File: config.mk
export PLATFORM = sky130hd
export DESIGN_NAME = reg_file_flat
export DESIGN_NICKNAME = d
export VERILOG_FILES = /design/src/rtl/reg_file_pkg.sv /design/src/rtl/reg_file_if.sv /design/src/rtl/reg_file_wb_scoreboard.sv /design/src/rtl/reg_file.sv /design/src/flat_wrapper.sv
export SDC_FILE = /design/constraint.sdc
export NUM_CORES = 2
export LEC_CHECK = 0
export ABC_AREA = 0
export CAP_MARGIN = 20
export CORE_MARGIN = 1
export CORE_UTILIZATION = 40
export DETAILED_ROUTE_END_ITERATION = 7
export GPL_TIMING_DRIVEN = 1
export PLACE_DENSITY_LB_ADDON = 0.15
export SKIP_CTS_REPAIR_TIMING = 1
export SYNTH_ARGS = -nofsm -noshare
export SYNTH_HDL_FRONTEND = slang
export SYNTH_SLANG_ARGS = --single-unit
export TNS_END_PERCENT = 20
File: constraint.sdc
create_clock -name clk -period 8.88 [get_ports clk]
set_clock_uncertainty 0.15 [all_clocks]
set_input_delay 1.332 -clock clk [delete_from_list [all_inputs] [get_ports clk]]
set_output_delay 1.332 -clock clk [all_outputs]
set_load 0.05 [all_outputs]
File: src/rtl/reg_file_pkg.sv
// Shared widths, constants and types for the architectural register file.
package reg_file_pkg;

  localparam int unsigned XLEN = 32;
  localparam int unsigned AW   = 5;
  localparam int unsigned CW   = 2;
  localparam int unsigned NREG = 1 << AW;

  typedef logic [XLEN-1:0] word_t;
  typedef logic [AW-1:0]   addr_t;
  typedef logic [CW-1:0]   pend_t;

  localparam word_t ZERO_WORD    = '0;
  localparam addr_t RegAddrZero  = '0;
  localparam pend_t PEND_MAX     = '1;
  localparam logic  True         = 1'b1;
  localparam logic  False        = 1'b0;
  localparam logic  WriteEnable  = 1'b1;
  localparam logic  WriteDisable = 1'b0;

endpackage

File: src/rtl/reg_file_if.sv
// Writeback, read-port and issue signals between the pipeline and the register file.
interface reg_file_if;
  import reg_file_pkg::*;

  logic  rdy;
  logic  wb_rdy;
  word_t wb_rd_data;
  addr_t wb_rd_addr;
  logic  wb_rd_enable;
  addr_t id_rs1_addr;
  addr_t id_rs2_addr;
  word_t rs1_data;
  word_t rs2_data;
  logic  rs1_busy;
  logic  rs2_busy;
  logic  issue_enable;
  addr_t issue_rd_addr;
  logic  issue_ready;
  logic  flush;

  modport master (
    output rdy, wb_rdy, wb_rd_data, wb_rd_addr, wb_rd_enable,
    output id_rs1_addr, id_rs2_addr, issue_enable, issue_rd_addr, flush,
    input  rs1_data, rs2_data, rs1_busy, rs2_busy, issue_ready
  );

  modport slave (
    input  rdy, wb_rdy, wb_rd_data, wb_rd_addr, wb_rd_enable,
    input  id_rs1_addr, id_rs2_addr, issue_enable, issue_rd_addr, flush,
    output rs1_data, rs2_data, rs1_busy, rs2_busy, issue_ready
  );

endinterface

File: src/rtl/reg_file_wb_scoreboard.sv
// Per-register pending-write counters; answers "is this source still owed" and
// "may another writer to this destination be dispatched".
module wb_scoreboard
  import reg_file_pkg::*;
(
  input  logic  clk,
  input  logic  rst,
  input  logic  iss_i,
  input  logic  wr_i,
  input  logic  flush_i,
  input  addr_t iss_addr_i,
  input  addr_t wr_addr_i,
  input  addr_t rs1_addr_i,
  input  addr_t rs2_addr_i,
  output logic  issue_ready_o,
  output logic  rs1_busy_o,
  output logic  rs2_busy_o
);

  pend_t pend_q [NREG];
  pend_t pend_d [NREG];
  logic  hit1_c;
  logic  hit2_c;

  always_comb begin
    pend_d = pend_q;
    for (int unsigned r = 1; r < NREG; r++) begin
      logic inc;
      logic dec;
      inc = iss_i && (iss_addr_i == AW'(r));
      dec = wr_i && (wr_addr_i == AW'(r));
      // A writeback retiring the same register as a new issue nets to zero.
      if (inc && !dec) begin
        pend_d[AW'(r)] = pend_q[AW'(r)] + CW'(1);
      end else if (dec && !inc && (pend_q[AW'(r)] != '0)) begin
        pend_d[AW'(r)] = pend_q[AW'(r)] - CW'(1);
      end
    end
    pend_d[RegAddrZero] = '0;
    if (flush_i) begin
      pend_d = '{default: '0};
    end
  end

  always_ff @(posedge clk or negedge rst) begin
    if (!rst) begin
      pend_q <= '{default: '0};
    end else begin
      pend_q <= pend_d;
    end
  end

  assign issue_ready_o = (iss_addr_i == RegAddrZero)
                       | (pend_q[iss_addr_i] != PEND_MAX)
                       | (wr_i & (wr_addr_i == iss_addr_i));

  // A same-cycle writeback retires one owed write; a zero count stays zero.
  assign hit1_c = wr_i && (wr_addr_i == rs1_addr_i);
  assign hit2_c = wr_i && (wr_addr_i == rs2_addr_i);

  assign rs1_busy_o = (rs1_addr_i == RegAddrZero) ? False :
                      (pend_q[rs1_addr_i] != '0) && !(hit1_c && (pend_q[rs1_addr_i] == CW'(1)));
  assign rs2_busy_o = (rs2_addr_i == RegAddrZero) ? False :
                      (pend_q[rs2_addr_i] != '0) && !(hit2_c && (pend_q[rs2_addr_i] == CW'(1)));

endmodule

File: src/rtl/reg_file.sv
// Architectural register file: writeback port, two bypassed combinational read
// ports, and the pending-write scoreboard used by ID for RAW stalls.
module reg_file
  import reg_file_pkg::*;
(
  input logic       clk,
  input logic       rst,
  reg_file_if.slave bus
);

  logic  wr_c;
  logic  iss_c;
  logic  flush_c;
  logic  issue_ready_c;
  logic  rs1_busy_c;
  logic  rs2_busy_c;
  word_t regs_q [NREG];

  assign wr_c    = bus.rdy & bus.wb_rdy & (bus.wb_rd_enable == WriteEnable)
                 & (bus.wb_rd_addr != RegAddrZero);
  assign iss_c   = bus.rdy & bus.issue_enable & issue_ready_c
                 & (bus.issue_rd_addr != RegAddrZero);
  assign flush_c = bus.rdy & bus.flush;

  // x0 is never a write target, so its entry stays at the reset value.
  always_ff @(posedge clk or negedge rst) begin
    if (!rst) begin
      regs_q <= '{default: ZERO_WORD};
    end else if (wr_c) begin
      regs_q[bus.wb_rd_addr] <= bus.wb_rd_data;
    end
  end

  always_comb begin
    bus.rs1_data = regs_q[bus.id_rs1_addr];
    if (wr_c && (bus.wb_rd_addr == bus.id_rs1_addr)) begin
      bus.rs1_data = bus.wb_rd_data;
    end
    if (bus.id_rs1_addr == RegAddrZero) begin
      bus.rs1_data = ZERO_WORD;
    end
    bus.rs2_data = regs_q[bus.id_rs2_addr];
    if (wr_c && (bus.wb_rd_addr == bus.id_rs2_addr)) begin
      bus.rs2_data = bus.wb_rd_data;
    end
    if (bus.id_rs2_addr == RegAddrZero) begin
      bus.rs2_data = ZERO_WORD;
    end
  end

  wb_scoreboard u_sb (
    .clk           (clk),
    .rst           (rst),
    .iss_i         (iss_c),
    .wr_i          (wr_c),
    .flush_i       (flush_c),
    .iss_addr_i    (bus.issue_rd_addr),
    .wr_addr_i     (bus.wb_rd_addr),
    .rs1_addr_i    (bus.id_rs1_addr),
    .rs2_addr_i    (bus.id_rs2_addr),
    .issue_ready_o (issue_ready_c),
    .rs1_busy_o    (rs1_busy_c),
    .rs2_busy_o    (rs2_busy_c)
  );

  assign bus.issue_ready = issue_ready_c;
  assign bus.rs1_busy    = rs1_busy_c;
  assign bus.rs2_busy    = rs2_busy_c;

endmodule

File: src/flat_wrapper.sv
// flat-port wrapper written by rule: the top's interface ports become plain ports
module reg_file_flat import reg_file_pkg::*;
  (clk, rst, bus_rdy, bus_wb_rdy, bus_wb_rd_data, bus_wb_rd_addr, bus_wb_rd_enable, bus_id_rs1_addr, bus_id_rs2_addr, bus_issue_enable, bus_issue_rd_addr, bus_flush, bus_rs1_data, bus_rs2_data, bus_rs1_busy, bus_rs2_busy, bus_issue_ready);
  reg_file_if bus_i ();
  input logic clk;
  input logic rst;
  input wire logic [$bits(bus_i.rdy)-1:0] bus_rdy;
  input wire logic [$bits(bus_i.wb_rdy)-1:0] bus_wb_rdy;
  input wire logic [$bits(bus_i.wb_rd_data)-1:0] bus_wb_rd_data;
  input wire logic [$bits(bus_i.wb_rd_addr)-1:0] bus_wb_rd_addr;
  input wire logic [$bits(bus_i.wb_rd_enable)-1:0] bus_wb_rd_enable;
  input wire logic [$bits(bus_i.id_rs1_addr)-1:0] bus_id_rs1_addr;
  input wire logic [$bits(bus_i.id_rs2_addr)-1:0] bus_id_rs2_addr;
  input wire logic [$bits(bus_i.issue_enable)-1:0] bus_issue_enable;
  input wire logic [$bits(bus_i.issue_rd_addr)-1:0] bus_issue_rd_addr;
  input wire logic [$bits(bus_i.flush)-1:0] bus_flush;
  output wire logic [$bits(bus_i.rs1_data)-1:0] bus_rs1_data;
  output wire logic [$bits(bus_i.rs2_data)-1:0] bus_rs2_data;
  output wire logic [$bits(bus_i.rs1_busy)-1:0] bus_rs1_busy;
  output wire logic [$bits(bus_i.rs2_busy)-1:0] bus_rs2_busy;
  output wire logic [$bits(bus_i.issue_ready)-1:0] bus_issue_ready;
  assign bus_i.rdy = bus_rdy;
  assign bus_i.wb_rdy = bus_wb_rdy;
  assign bus_i.wb_rd_data = bus_wb_rd_data;
  assign bus_i.wb_rd_addr = bus_wb_rd_addr;
  assign bus_i.wb_rd_enable = bus_wb_rd_enable;
  assign bus_i.id_rs1_addr = bus_id_rs1_addr;
  assign bus_i.id_rs2_addr = bus_id_rs2_addr;
  assign bus_i.issue_enable = bus_issue_enable;
  assign bus_i.issue_rd_addr = bus_issue_rd_addr;
  assign bus_i.flush = bus_flush;
  assign bus_rs1_data = bus_i.rs1_data;
  assign bus_rs2_data = bus_i.rs2_data;
  assign bus_rs1_busy = bus_i.rs1_busy;
  assign bus_rs2_busy = bus_i.rs2_busy;
  assign bus_issue_ready = bus_i.issue_ready;
  reg_file u_core (.clk(clk), .rst(rst), .bus(bus_i));
endmodule
-- Yosys cells after proc, flatten, opt, wreduce, memory -nomap -nowiden
Cells that the tools add are included.
- register bits after elaboration: 1088
- output and inout port bits: 67
- word-level logic and storage cells: 595
- add/sub/neg operators: 62
- $lt $le $gt $ge: 5
- equal/unequal tests: 68
- mux-type cells: 87
- bitwise gates (word level): 14
- reductions and logical operators: 295
- operator list (operator ; number):
    1024-bit bitwise mux ; 1
    32-bit binary-select mux with 5-bit select ; 2
    32-bit 2-to-1 mux ; 9
    1-bit logical AND ; 162
    32-bit demux with 5-bit select ; 1
    5-bit equality test (second input constant) ; 32
    2-bit 2-to-1 mux ; 68
    3-bit nonzero test ; 31
    5-bit by 4-bit equality test with 1-bit output (second input constant) ; 16
    2-bit nonzero test ; 33
    1-bit zero test ; 64
    2-bit by 1-bit adder with 2-bit output (second input constant) ; 31
    62-bit 2-to-1 mux ; 1
    2-bit by 1-bit subtractor with 2-bit output (second input constant) ; 31
    5-bit by 3-bit equality test with 1-bit output (second input constant) ; 8
    2-bit binary-select mux with 5-bit select ; 3
    6-bit >= comparator (second input constant) ; 4
    5-bit NOT with 6-bit output ; 4
    5-bit by 2-bit equality test with 1-bit output (second input constant) ; 4
    5-bit equality test ; 3
    5-bit zero test ; 3
    5-bit by 1-bit equality test with 1-bit output (second input constant) ; 2
    5-bit nonzero test ; 2
    1-bit AND ; 8
    5 further kinds ; 8

-- Longest topological paths before layout
- depth in word-level cells: 16
- depth in mapped cells: 12

-- Modules after synthesis
Synthesis repeated with hierarchy kept, for this count alone.
- cells, all modules: 4612
- area, all modules: 61327.6 µm²
- by module, submodules not included (module ; times used ; cells each ; area each (µm²)):
    reg_file ; 1 ; 3963 ; 55527.0
    wb_scoreboard ; 1 ; 649 ; 5800.6

-- Least setup slack after synthesis
Ideal clock, no wire load.
- path type: input to output
- start: input bus_id_rs1_addr[0]
- end: output bus_rs1_data[0]
- data arrival time: 4.213 ns
- data required time: 7.398 ns
- slack: 3.185 ns
- stages: 9
- path through: clkbuf_1 buf_2 buf_2 buf_2 xnor2_1 nand4_1 buf_2 buf_1 a211oi_1
- cells in the longest elaborated chain, start to end: 6
- elaborated cells on any way between the ends: 9
- classes of those cells: 1 x eq/ne; 5 x mux; 1 x bitwise; 2 x reduce/logical
- RTL lines (what ; RTL line ; source):
    from (decl) ; flat_wrapper.sv:12 ; input wire logic [$bits(bus_i.id_rs1_addr)-1:0] bus_id_rs1_addr;
    5-bit NOT with 6-bit output (not written as such) ; reg_file.sv:35 ; bus.rs1_data = regs_q[bus.id_rs1_addr];
    32-bit binary-select mux with 5-bit select ; reg_file.sv:35 ;
    32-bit 2-to-1 mux (not written as such) (2 in a row) ; reg_file.sv:35 ;
    32-bit 2-to-1 mux ; reg_file.sv:36 ; if (wr_c && (bus.wb_rd_addr == bus.id_rs1_addr)) begin
    32-bit 2-to-1 mux (*) ; reg_file.sv:39 ; if (bus.id_rs1_addr == RegAddrZero) begin
    to (decl) ; flat_wrapper.sv:17 ; output wire logic [$bits(bus_i.rs1_data)-1:0] bus_rs1_data;
Every way passes the cells marked *; elsewhere a longest branch is shown, timed or not. The select of a mux whose other input is x is not followed.

-- Final worst setup path
- start: input bus_wb_rd_addr[1]
- end: output bus_rs1_busy
- cells in the longest elaborated chain, start to end: 7
- elaborated cells on any way between the ends: 8
- classes of those cells: 1 x eq/ne; 1 x mux; 1 x bitwise; 5 x reduce/logical
- RTL lines (what ; RTL line ; source):
    from (decl) ; flat_wrapper.sv:10 ; input wire logic [$bits(bus_i.wb_rd_addr)-1:0] bus_wb_rd_addr;
    5-bit nonzero test ; reg_file.sv:20 ; & (bus.wb_rd_addr != RegAddrZero);
    1-bit AND ; reg_file.sv:20 ;
    1-bit logical AND (*) ; reg_file_wb_scoreboard.sv:58 ; assign hit1_c = wr_i && (wr_addr_i == rs1_addr_i);
    1-bit logical AND (*) ; reg_file_wb_scoreboard.sv:62 ; (pend_q[rs1_addr_i] != '0) && !(hit1_c && (pend_q[rs1_addr_i] == CW'(1)));
    1-bit zero test (*) ; reg_file_wb_scoreboard.sv:62 ;
    1-bit logical AND (*) ; reg_file_wb_scoreboard.sv:62 ;
    1-bit 2-to-1 mux (*) ; reg_file_wb_scoreboard.sv:61 ; assign rs1_busy_o = (rs1_addr_i == RegAddrZero) ? False :
    to (decl) ; flat_wrapper.sv:19 ; output wire logic [$bits(bus_i.rs1_busy)-1:0] bus_rs1_busy;
Every way passes the cells marked *; elsewhere a longest branch is shown, timed or not.

==> results.cfg <==
[outcome]
status = complete, no violations

[clock_tree]
path_clk_slew_ns = 0.05
clk_path_buf_depth = 3
cts_root_buffer = clkbuf_16
htreeDepth = 4
cts_tree = built
cts-buffers-inserted = 130
cts.sinks = 1086
clk_latency_ns = 0.76

[power_and_ir_drop]
power.leakage_uw = 0.0296
fin_total_pwr_uw = 12800
power.density_nw_per_um2 = 188
vdd_drop_max_v = 0.000219

[finish]
drive_above_1_share_pct = 48.4
nets = 4070
syn2layout_area_growth_pct = 13.0
final_common_cell = dfrtp_1
final_cell_mix = dfrtp_1, mux2_2, mux4_2
diodes = 0

[global_routing]
antenna_found_initial = 3
grt_pass1_wl_um = 281000
grt_pass1_vias = 38739
grt.overflow.total = 0
grt_max_degree = 182
track_usage_pct = 25.4

[die]
core_area_sq_um = 149000
fp.dieW_um = 390
io_pins = 126
chipHeight_um = 390
dieArea_sq_um = 152000
start_util_pct = 40.5
fp-row-count = 141

[synth]
synthArstFlopShare_pct = 100
synth_top_area_share_pct = 45.2
mappedNetlistArea_sq_um = 60200
synth_nets = 4147
synth_top_area_cell = dfrtp_1
ys.flop_type = dfrtp_1
synth_area_leaders = dfrtp_1, mux4_2, mux2_2
synth-seq-area-share_pct = 45.2
yosysUniqueCellTypes = 59
syn_area_per_cell_sq_um = 14.7
syn_inst = 4088
ys_ff_latch = 1086
ys.warnings.count = 0
synth-edff-count = 0

[timing]
setup_slack_ns = 1.97
period_minus_slack_ns = 6.91
setup_viol = 0
rsz0062_at_grt = false
period_share_pct = 77.8
hold_ws_ns = 0.241
maxSlewHeadroom_pct = 22.8
slew_violations = 0
fmax_mhz = 145
fin_tns_setup_ns = 0
worstMarginPinSlew_ns = 1.16
finalHoldViolCount = 0

[routing]
wl_met1_um = 86700
dr.max_layer_used = met4
drc = 0
ant_nets = 0
drt_iter0_drc = 3387
post_drt_wl_per_cell_um = 31.2
wl_met2_um = 87900
dr.pass1.iters = 5
vias_per_cell = 6.29
via_count = 38426
routed_wl_um = 191000
met3_wirelength_um = 10300

[hold_path]
min_from = u_core.regs_q[1021]
whs_endpoint = u_core.regs_q[1021]
whs_path_depth = 0
hold_class = flip-flop to flip-flop

[worst_setup_path]
cp_top_family = buffers and inverters
cp.depth = 9
cp_slowest_cell = clkdlybuf4s50_1
rr_worst_depth = 8
crit_path_cell_trace = clkdlybuf4s50_1, nor2_1, a31oi_1, nand4_1, buf_4, a21oi_1, mux4_2, mux2i_1, clkdlybuf4s50_1
critPathLaunchType = primary input
critPathCaptureType = output pin
crit_buf_inv = 3
regToRegStartpoint = u_core.u_sb.pend_q[20]
crit_required_ns = 7.40
timing.rr.end = u_core.u_sb.pend_q[0]
critPathMostFrequentCell = clkdlybuf4s50_1
r2r_slack_ns = 5.77
max_stage_delay_ns = 0.89
critPathMaxFanout = 35
cp.arrival_ns = 5.42
path_class = primary input to output pin

[place]
routabilityCongestion = 0.826
dpl.hpwl_um = 105000
dpl_worst_slack_ns = 2.08
port_buffers = 125

[run]
drv_cap = 0
metrics by stage:
stage / std cells / util, % / instance area [sq um]
after floorplan: 4088 / - / 60200
after global placement: 5870 / 42.7 / 63400
after detailed placement: 5874 / 42.7 / 63500
after CTS: 6102 / 45.6 / 67800
after global routing: 6109 / 45.7 / 68000
final: 6109 / 45.7 / 68000
power breakdown:
group	switching [uW]	internal [uW]	total (uW)
clock	2220	3220	5440
combinational	848	920	1770
sequential	270	5330	5600
total	3340	9470	12800
Yosys cell counts, types with 6 or more instances:
cell type  instances
a211oi_1         111
a21oi_1           62
a31oi_1            7
and2_1             6
and3_1             6
buf_1             67
buf_2             38
clkbuf_1         349
dfrtp_1         1086
mux2_2           942
mux2i_1           76
mux4_1             9
mux4_2           660
nand2_1          231
nand2b_1          19
nand3_1           15
nand3b_1           6
nand4_1            6
nor2_1           126
nor2b_1           27
nor3_1            50
nor4_1            17
nor4b_1            6
o21a_1            11
o21ai_0           32
o21ai_1           10
o22ai_1            9
o31a_1            13
xnor2_1            9
xor2_1            13
area by class of cell:
type / instances / area (sq um)
Clock buffer: 194 / 3870
Clock inverter: 34 / 430
Fill cell: 13190 / 80600
Inverter: 2 / 7.51
Multi-Input combinational cell: 2540 / 31400
Sequential cell: 1086 / 27200
Tap cell: 2002 / 2500
Timing Repair Buffer: 251 / 2560
cells by family after synthesis:
family,count (synthesis),share of synthesized area (%)
AO/OA/AOI/OAI,292,3.29
multiplexers,1687,44.0
flip-flops,1086,45.2
XOR/XNOR,22,0.320
AND/OR/NAND/NOR,539,4.16
buffers and inverters,462,3.06
sequential cells by signal (all words and copies together), names as in the netlist:
name                cells
u_core.regs_q        1024
u_core.u_sb.pend_q     62
routing by layer:
metal | up-vias | global-route usage [%]
met3 | 341 | 3.30
met1 | 21134 | 37.8
met4 | 0 | 7.94
met2 | 1278 | 38.9
met5 | - | 0
li1 | 15673 | -
worst max-delay path by stage:
| stage | startpoint | to | slack [ns] |
|---|---|---|---|
| 3_5_place_dp | bus_wb_rd_addr[0] | bus_rs1_busy | 2.08 |
| 6_report | bus_wb_rd_addr[1] | bus_rs1_busy | 1.97 |
| 4_1_cts | bus_wb_rd_addr[0] | bus_rs1_busy | 2.07 |
| 2_1_floorplan | bus_id_rs1_addr[0] | bus_rs1_data[0] | 3.19 |
| 3_3_place_gp | bus_wb_rd_addr[0] | bus_rs1_busy | 2.10 |
| 5_1_grt | bus_wb_rd_addr[0] | bus_rs1_busy | 1.90 |
Power figures use the tool's default switching activity.
